## config.mk

```make
export PLATFORM = sky130hd
export DESIGN_NAME = systolic_feeder
export DESIGN_NICKNAME = d
export VERILOG_FILES = /design/src/rtl/systolic_pkg.sv /design/src/rtl/systolic_feeder_buf.sv /design/src/rtl/systolic_feeder.sv
export SDC_FILE = /design/constraint.sdc
export NUM_CORES = 1
export LEC_CHECK = 0
export CAP_MARGIN = 20
export CORE_MARGIN = 3
export CORE_UTILIZATION = 30
export CTS_BUF_LIST = sky130_fd_sc_hd__clkbuf_2
export DETAILED_ROUTE_END_ITERATION = 10
export PLACE_DENSITY = 0.49
export SLEW_MARGIN = 15
export SYNTH_ARGS = -nofsm -noshare
export SYNTH_HDL_FRONTEND = slang
export SYNTH_HIERARCHICAL = 1
export SYNTH_SLANG_ARGS = --single-unit
```

## constraint.sdc

```tcl
create_clock -name clk -period 13.8 [get_ports clk]
set_input_delay 2.76 -clock clk [delete_from_list [all_inputs] [get_ports clk]]
set_output_delay 2.76 -clock clk [all_outputs]
set_load 0.05 [all_outputs]
```

## src/rtl/systolic_pkg.sv

```systemverilog
// systolic_pkg
// Shared constants for the systolic array slice: default array dimension and
// operand width, the feeder state encoding, and the lane-packing helper used
// to locate lane i inside a packed N*W operand bus.
package systolic_pkg;

  localparam int DEFAULT_N = 4;
  localparam int DEFAULT_W = 8;

  localparam int STATE_W = 3;

  localparam logic [STATE_W-1:0] ST_IDLE   = 3'd0;
  localparam logic [STATE_W-1:0] ST_LOADED = 3'd1;
  localparam logic [STATE_W-1:0] ST_CLEAR  = 3'd2;
  localparam logic [STATE_W-1:0] ST_STREAM = 3'd3;
  localparam logic [STATE_W-1:0] ST_FLUSH  = 3'd4;
  localparam logic [STATE_W-1:0] ST_DONE   = 3'd5;

  // Least-significant bit of lane 'lane' in a bus of 'w'-bit lanes.
  function automatic int lane_lsb(input int lane, input int w);
    return lane * w;
  endfunction

endpackage

```

## src/rtl/systolic_feeder_buf.sv

```systemverilog
// systolic_feeder_buf
// Operand storage for the feeder: 2*N*N entries of W bits. Entries 0..N*N-1
// hold A row-major, entries N*N..2*N*N-1 hold B row-major.
// Ports:
//   clk      - clock, write on rising edge
//   wr_en    - write strobe
//   wr_addr  - write address
//   wr_data  - write data
//   rd_addr  - 2*N combinational read taps (taps 0..N-1 feed A rows,
//              taps N..2N-1 feed B columns)
//   rd_data  - data for each read tap
// Contents are deliberately not reset; a full load always precedes a stream.
module systolic_feeder_buf
  import systolic_pkg::*;
#(
  parameter int N  = DEFAULT_N,
  parameter int W  = DEFAULT_W,
  parameter int AW = $clog2(2 * N * N)
) (
  input  logic                       clk,
  input  logic                       wr_en,
  input  logic [AW-1:0]              wr_addr,
  input  logic [W-1:0]               wr_data,
  input  logic [2*N-1:0][AW-1:0]     rd_addr,
  output logic [2*N-1:0][W-1:0]      rd_data
);

  localparam int DEPTH = 2 * N * N;

  logic [W-1:0] mem [DEPTH];

  always_ff @(posedge clk) begin
    if (wr_en) begin
      mem[wr_addr] <= wr_data;
    end
  end

  always_comb begin
    rd_data = '0;
    for (int p = 0; p < 2 * N; p++) begin
      rd_data[p] = mem[rd_addr[p]];
    end
  end

endmodule

```

## src/rtl/systolic_feeder.sv

```systemverilog
// systolic_feeder
// Loads an N x N matrix A and an N x N matrix B element by element, then on
// start streams them into an N x N systolic array with the diagonal skew the
// array needs: row i of A is delayed by i cycles, column j of B by j cycles.
// Sequence after start: CLEAR (1 cycle, accumulator clear), STREAM (2N-1
// cycles), FLUSH (N cycles of zeros), DONE (1-cycle done pulse), back to IDLE.
// Ports:
//   clk      - clock
//   rst      - asynchronous active-low reset
//   in_valid - load element present on in_data
//   in_ready - feeder accepts a load element (IDLE only)
//   in_data  - load element, A row-major then B row-major
//   start    - begin streaming (honoured only once fully loaded)
//   a_row    - lane i drives array row i
//   b_col    - lane j drives array column j
//   pe_clr   - one-cycle accumulator clear
//   busy     - high during CLEAR, STREAM and FLUSH
//   done     - one-cycle pulse once results have settled
// All outputs are registered: they are computed from the next state and
// captured on the same edge that moves the FSM.
module systolic_feeder
  import systolic_pkg::*;
#(
  parameter int N = DEFAULT_N,
  parameter int W = DEFAULT_W
) (
  input  logic           clk,
  input  logic           rst,
  input  logic           in_valid,
  output logic           in_ready,
  input  logic [W-1:0]   in_data,
  input  logic           start,
  output logic [N*W-1:0] a_row,
  output logic [N*W-1:0] b_col,
  output logic           pe_clr,
  output logic           busy,
  output logic           done
);

  localparam int DEPTH = 2 * N * N;
  localparam int AW    = $clog2(DEPTH);
  localparam int TW    = $clog2(2 * N);

  logic [STATE_W-1:0]        state;
  logic [STATE_W-1:0]        state_nxt;
  logic [AW-1:0]             k;
  logic [TW-1:0]             t;
  logic [TW-1:0]             t_nxt;
  logic                      load_fire;
  logic [2*N-1:0][AW-1:0]    rd_addr;
  logic [2*N-1:0][W-1:0]     rd_data;
  logic [N*W-1:0]            a_row_nxt;
  logic [N*W-1:0]            b_col_nxt;

  // in_ready is high exactly in IDLE, so it doubles as the load gate.
  assign load_fire = in_valid && in_ready;

  systolic_feeder_buf #(
    .N  (N),
    .W  (W),
    .AW (AW)
  ) u_buf (
    .clk     (clk),
    .wr_en   (load_fire),
    .wr_addr (k),
    .wr_data (in_data),
    .rd_addr (rd_addr),
    .rd_data (rd_data)
  );

  // Next-state logic. t counts stream cycles in STREAM and is reused as the
  // flush-cycle counter in FLUSH.
  always_comb begin
    state_nxt = state;
    t_nxt     = t;
    case (state)
      ST_IDLE: begin
        if (load_fire && k == AW'(DEPTH - 1)) begin
          state_nxt = ST_LOADED;
        end
      end
      ST_LOADED: begin
        if (start) begin
          state_nxt = ST_CLEAR;
        end
      end
      ST_CLEAR: begin
        state_nxt = ST_STREAM;
        t_nxt     = '0;
      end
      ST_STREAM: begin
        if (t == TW'(2 * N - 2)) begin
          state_nxt = ST_FLUSH;
          t_nxt     = '0;
        end else begin
          t_nxt = t + TW'(1);
        end
      end
      ST_FLUSH: begin
        if (t == TW'(N - 1)) begin
          state_nxt = ST_DONE;
          t_nxt     = '0;
        end else begin
          t_nxt = t + TW'(1);
        end
      end
      ST_DONE: begin
        state_nxt = ST_IDLE;
        t_nxt     = '0;
      end
      default: begin
        state_nxt = ST_IDLE;
        t_nxt     = '0;
      end
    endcase
  end

  // Skewed read addresses for the upcoming stream cycle: row i of A reads
  // column t-i, column j of B reads row t-j. Out-of-window lanes keep
  // address 0 and are zeroed when the lanes are assembled.
  always_comb begin : addr_map
    int d;
    d       = 0;
    rd_addr = '0;
    for (int i = 0; i < N; i++) begin
      d = int'(t_nxt) - i;
      if (d >= 0 && d < N) begin
        rd_addr[i]     = AW'(i * N + d);
        rd_addr[N + i] = AW'(N * N + d * N + i);
      end
    end
  end

  // Lane assembly: only STREAM cycles carry operands, and only lanes whose
  // skewed index falls inside the matrix.
  always_comb begin : lane_pack
    int d;
    d         = 0;
    a_row_nxt = '0;
    b_col_nxt = '0;
    if (state_nxt == ST_STREAM) begin
      for (int i = 0; i < N; i++) begin
        d = int'(t_nxt) - i;
        if (d >= 0 && d < N) begin
          a_row_nxt[lane_lsb(i, W) +: W] = rd_data[i];
          b_col_nxt[lane_lsb(i, W) +: W] = rd_data[N + i];
        end
      end
    end
  end

  // State, counters and registered outputs. k returns to 0 both after the
  // final load element and when a run completes.
  always_ff @(posedge clk or negedge rst) begin
    if (!rst) begin
      state    <= ST_IDLE;
      k        <= '0;
      t        <= '0;
      in_ready <= 1'b1;
      a_row    <= '0;
      b_col    <= '0;
      pe_clr   <= 1'b0;
      busy     <= 1'b0;
      done     <= 1'b0;
    end else begin
      state <= state_nxt;
      t     <= t_nxt;
      if (state == ST_DONE) begin
        k <= '0;
      end else if (load_fire) begin
        k <= (k == AW'(DEPTH - 1)) ? '0 : k + AW'(1);
      end
      in_ready <= (state_nxt == ST_IDLE);
      pe_clr   <= (state_nxt == ST_CLEAR);
      busy     <= (state_nxt == ST_CLEAR) || (state_nxt == ST_STREAM) ||
                  (state_nxt == ST_FLUSH);
      done     <= (state_nxt == ST_DONE);
      a_row    <= a_row_nxt;
      b_col    <= b_col_nxt;
    end
  end

endmodule
```

==> impl_metrics.json, run 1 <==
{
  "p_seq_frac": 0.187,
  "multi_input_area_um2": 17000,
  "synth_cells": 1455,
  "cts_sinks": 335,
  "wl_met3_um": 11100,
  "max_freq_mhz": 137,
  "seq_area_um2": 9670,
  "post-route-util": 0.335,
  "antenna_found_initial": 5,
  "crit_end": "a_row[24]$_DFF_PN0_",
  "cts_resized": 0,
  "cts-htree-levels": 3,
  "swShare": 0.442,
  "io_pins": 80,
  "post_cts_buffers": 0,
  "firstDrtPassIters": 5,
  "routed_wl_um": 105000,
  "die_h_um": 308,
  "fp-row-count": 110,
  "grt_pass1_vias": 18500,
  "combinationalPowerShare": 0.698,
  "tns_ns": 0,
  "num_vias": 18400,
  "fillers": 8578,
  "clkPwrFrac": 0.115,
  "routed_via_density": 6.66,
  "arrival_ns": 8.27,
  "synthFlopType": "edfxtp_1",
  "netlist_area_um2": 27400,
  "drc": 0,
  "coreArea_um2": 90300,
  "stdcell_count": 2769,
  "layout_commonest_cell": "mux4_2",
  "p_sw_mw": 2.91,
  "grt_overflow": 0,
  "path_class": "reg2reg",
  "grt_setup_unrepaired": "no",
  "outcome": "complete, no violations",
  "finalClockSkew_ns": 0.126,
  "r2r_start": "t[0]$_DFF_PN0_",
  "final_cell_mix": "640 x mux4_2, 256 x edfxtp_1, 149 x clkbuf_2",
  "ant_nets": 0,
  "power_mw": 6.57,
  "synth-seq-cells": 335,
  "cts_buffers": 92,
  "finalMaxSlewViolations": 0,
  "finalHoldViolations": 0,
  "place_hpwl_um": 66100,
  "die_w_um": 308,
  "slew-limit-headroom": 0.192,
  "holdWs_ns": 0.687,
  "gp_congestion": 0.844,
  "postLayoutCellArea_um2": 30200,
  "maxCapViolations": 0,
  "final_nets": 1543,
  "wl_met2_um": 50600,
  "min_period_ns": 7.28,
  "setup_viol": 0,
  "cts_tree": "built",
  "p_int_mw": 3.67,
  "clockBufferDepth": 3,
  "drt_iter0_drc": 2631,
  "power_density_nw_per_um2": 218,
  "port-buffer-count": 79,
  "power.leakage_nw": 9.05,
  "clk_latency_ns": 1.18,
  "cp-start-kind": "flop",
  "yosysSeqAreaShare": 0.353,
  "top_layer": "met4",
  "critical_path.endpoint_type": "flop",
  "clockRootBuffer": "clkbuf_2",
  "cts_hold_buf": 0,
  "worst_pin_slew_ns": 1.21,
  "grt_pass1_wl_um": 148000,
  "fin_crit_sh": 0.528,
  "worstRegToRegCells": 20,
  "grt_max_degree": 65,
  "wl_per_cell_um": 37.8,
  "clkTransAtPathRegs_ns": 0.09,
  "dp.cells": 2593,
  "place_area_um2": 29300,
  "synthDistinctLibCells": 56,
  "dpl_worst_slack_ns": 6.36,
  "worstPathMaxFanout": 44,
  "synth_edf_count": 256,
  "fin_ws_ns": 6.52,
  "grt_use_total": 0.221,
  "avgSynthCellArea_um2": 18.8,
  "async_reset_ff_frac": 0.236,
  "rr_endpoint": "a_row[24]$_DFF_PN0_",
  "hold_depth": 2,
  "synth-warning-count": 6,
  "start_util": 0.303,
  "wl_met1_um": 37400,
  "hold_path_class": "reg2reg",
  "startpoint": "t[0]$_DFF_PN0_",
  "syn2layout_area_growth_pct": 10.3,
  "critPathRequiredTime_ns": 14.79,
  "rrSetupSlack_ns": 6.52,
  "die_area_um2": 95000,
  "max-vdd-ir-drop_mv": 0.180,
  "drive_above_1_share": 0.628
}
[Yosys cell counts, types with 5 or more instances]
cell	instances	area share
nand3_1	8	0.0015
a21boi_2	10	0.0041
dfrtp_1	78	0.071
o21ai_0	7	0.0013
mux4_2	640	0.53
a21boi_0	6	0.0016
clkbuf_1	45	0.0062
mux2_2	65	0.027
nor3_1	5	0.00091
inv_1	15	0.0021
edfxtp_1	256	0.28
ha_1	17	0.0078
nor3b_2	9	0.0041
a21oi_1	16	0.0029
nor2_1	48	0.0066
and2_1	35	0.0080
buf_1	48	0.0066
buf_6	17	0.0070
buf_4	45	0.012
buf_2	11	0.0020
nand2_1	16	0.0022
nand3b_1	7	0.0019
nor3b_1	10	0.0027
[how the worst min path moves through the flow]
stage | startpoint | end
3_3_place_gp | k[1]$_DFFE_PN0P_ | k[1]$_DFFE_PN0P_
2_1_floorplan | state[0]$_DFF_PN0_ | done$_DFF_PN0_
6_report | k[1]$_DFFE_PN0P_ | k[1]$_DFFE_PN0P_
5_1_grt | k[0]$_DFFE_PN0P_ | k[3]$_DFFE_PN0P_
3_5_place_dp | k[1]$_DFFE_PN0P_ | k[1]$_DFFE_PN0P_
4_1_cts | k[0]$_DFFE_PN0P_ | k[3]$_DFFE_PN0P_
[layer usage]
metal,up-vias,track usage
met5,-,0
met4,0,0.109
met3,273,0.0580
met2,1358,0.354
met1,10000,0.280
li1,6799,-
[power groups by stage]
stage | registers (mW) | logic, mW | clock network, mW
after floorplan | 1.34 | 3.23 | 0
after global placement | 1.25 | 4.54 | 0
after detailed placement | 1.25 | 4.56 | 0
after CTS | 1.23 | 4.58 | 0.799
after global routing | 1.24 | 4.78 | 0.842
final | 1.23 | 4.59 | 0.756
[cell type report]
class / count / area share
well taps: 1176 / 0.0487
clock inverters: 21 / 0.00348
diodes: 3 / 0.000249
flip-flops and latches: 335 / 0.320
repair buffers: 123 / 0.0382
multi-input cells: 946 / 0.563
clock buffers: 149 / 0.0247
inverters: 16 / 0.00207
[registers in the layout (all words and copies together) (netlist names)]
register,cells
a_row,32
b_col,32
state,3
done,1
pe_clr,1
u_buf/mem,256
in_ready,1
k,5
t,3
busy,1
[logic make-up after synthesis]
| group | after synthesis | synth area share |
|---|---|---|
| buffers and inverters | 182 | 0.0363 |
| other | 1 | 0.000137 |
| multiplexers | 705 | 0.553 |
| adder cells (fa/ha/maj) | 17 | 0.00776 |
| AO/OA/AOI/OAI | 51 | 0.0138 |
| flip-flops | 335 | 0.353 |
| AND/OR/NAND/NOR | 164 | 0.0362 |
[critical path: stages, from the launching register on]
cell and delay [ns]:
dfrtp_1 0.46, ha_1 0.22, inv_1 0.05, ha_1 0.17
and4bb_2 0.23, or2_1 0.28, nor2_4 0.12, buf_4 0.49
ha_4 0.44, o21ai_2 0.15, nand2_1 0.13, ha_1 0.20
nand2_1 0.15, a311oi_4 0.31, buf_4 0.65, and2_4 0.77
buf_4 0.76, mux4_2 0.59, mux4_2 0.48, mux2_2 0.27
a21boi_2 0.15
(Power assumes the default switching activity.)
==> inputs of run 2 (changes only) <==
PLACE_DENSITY = 0.5   (was 0.49)
clock period = 5.9 ns   (was 13.8 ns; I/O delays follow)
==> run 2 against run 1 <==
Compared with the run above:
- first-iteration DRC count is 7.4% lower
- via count is 1.1% higher
- combinational power is 130% higher
- die area stayed put
- total power is 130% higher
- setup slack worse by 6.2 ns
- largest cell class unchanged
- largest power group unchanged
==> impl_metrics.json, run 2 (synthesized netlist as in run 1, its figures left out) <==
{
  "fp-row-count": 110,
  "routed_wl_um": 107000,
  "slew-limit-headroom": 0.182,
  "cts_tree": "built",
  "syn2layout_area_growth_pct": 12.3,
  "coreArea_um2": 90300,
  "final_nets": 1581,
  "cp_cell_sequence": "ha_1 > inv_1 > ha_1 > and4bb_2 > or2_1 > nor2_4 > ha_4 > o21ai_2 > nand2_1 > ha_1 > nand2_1 > a311oi_4 > and2_4 > buf_12 > mux4_2 > mux4_2 > mux2_2 > a21boi_2",
  "grt_use_met1": 0.293,
  "hold_path_class": "in2reg",
  "wl_per_cell_um": 38.1,
  "largest_register": "u_buf/mem",
  "grt_max_degree": 69,
  "slowest_stage": "a311oi_4",
  "cts_hold_buf": 1,
  "cp-start-kind": "flop",
  "grt_use_met3": 0.0725,
  "path_class": "reg2reg",
  "drt_iter0_drc": 2436,
  "power.leakage_nw": 9.29,
  "dp.cells": 2627,
  "cts_buffers": 93,
  "worst_pin_slew_ns": 1.23,
  "max_freq_mhz": 181,
  "grt.busiest_layer": "met2",
  "maxCapViolations": 0,
  "largest_reg_flops": 256,
  "num_vias": 18600,
  "arrival_ns": 6.51,
  "reg_top3": "u_buf/mem (256), a_row (32), b_col (32)",
  "grt_setup_unrepaired": "no",
  "grt_use_total": 0.228,
  "clk_latency_ns": 1.21,
  "finalClockSkew_ns": 0.126,
  "outcome": "complete, no violations",
  "setup_viol": 0,
  "cts_sinks": 335,
  "clockRootBuffer": "clkbuf_2",
  "worstPathMaxFanout": 22,
  "clkTransAtPathRegs_ns": 0.10,
  "die_w_um": 308,
  "final_cell_mix": "640 x mux4_2, 256 x edfxtp_1, 134 x clkbuf_2",
  "grt_overflow": 0,
  "finalMaxSlewViolations": 0,
  "grt_pass1_wl_um": 152000,
  "grt_pass1_vias": 18500,
  "die_h_um": 308,
  "die_area_um2": 95000,
  "cts-htree-levels": 3,
  "routed_via_density": 6.62,
  "max-vdd-ir-drop_mv": 0.574,
  "finalHoldViolations": 0,
  "tns_ns": 0,
  "max_stage_delay_ns": 0.54,
  "io_pins": 80,
  "start_util": 0.303,
  "stdcell_count": 2816,
  "met2_usage": 0.357,
  "critPathMostFrequentCell": "ha_1",
  "post_cts_buffers": 0,
  "place_hpwl_um": 68100,
  "antenna_found_initial": 9,
  "drc": 0,
  "drive_above_1_share": 0.628,
  "min_period_ns": 5.53,
  "critical_path.endpoint_type": "flop",
  "critPathBufInv": 2,
  "clockBufferDepth": 3,
  "port-buffer-count": 79,
  "ant_nets": 0,
  "fin_crit_sh": 0.938,
  "cts_resized": 0,
  "layout_commonest_cell": "mux4_2",
  "power_mw": 15.3,
  "critPathRequiredTime_ns": 6.88,
  "critPathTopFamily": "simple AND/OR/NAND/NOR gates",
  "power_density_nw_per_um2": 496,
  "firstDrtPassIters": 8,
  "gp_congestion": 0.848
}
run 2: cell type report:
class	instances	area, um2
diodes	8	20.0
clock buffers	134	671
clock inverters	41	224
fillers	8517	59500
inverters	16	62.6
multi-input cells	946	17000
flip-flops and latches	335	9670
well taps	1176	1470
repair buffers	160	1670
run 2: layer usage:
layer,vias up,routed length (um)
li1,6882,-
met4,4,4450
met1,10200,39300
met3,211,12300
met5,-,96
met2,1391,51200
run 2: worst register-to-register path: cells and delay by family (launching register included):
kind / cells / cell delay [ns]
DFF: 1 / 0.44
AOI/OAI and AO/OA: 3 / 0.84
muxes: 3 / 1.39
adders and majority gates: 4 / 0.88
and+or+nand+nor: 6 / 1.59
buffers and inverters: 2 / 0.30
run 2: path summary, 6_finish.rpt:
path	from	end	slack, ns	cells past startpoint
max reg2reg	t[0]$_DFF_PN0_	a_row[28]$_DFF_PN0_	0.37	18
max	t[0]$_DFF_PN0_	a_row[28]$_DFF_PN0_	0.37	18
max in group asynchronous	rst	a_row[4]$_DFF_PN0_	4.16	3
min	in_data[6]	u_buf/mem[2][6]$_DFFE_PP_	0.52	1
min reg2reg	k[2]$_DFFE_PN0P_	k[3]$_DFFE_PN0P_	0.68	2
min in group asynchronous	rst	a_row[30]$_DFF_PN0_	0.54	2
run 2: stage by stage:
step	cell area [um2]	util	setup WS [ns]	hold slack, ns
final	30800	0.341	0.368	0.522
after global routing	30800	0.341	0.138	0.457
after CTS	30700	0.340	0.372	0.416
after detailed placement	29800	0.330	0.367	0.689
after global placement	29700	0.329	0.391	0.677
after floorplan	27400	-	0.991	0.586
run 2: power breakdown:
group | internal, mW | switching, mW | leakage, nW
clock | 0.680 | 1.14 | 0.665
sequential | 2.71 | 0.187 | 3.36
combinational | 5.35 | 5.21 | 5.27
total | 8.74 | 6.53 | 9.29
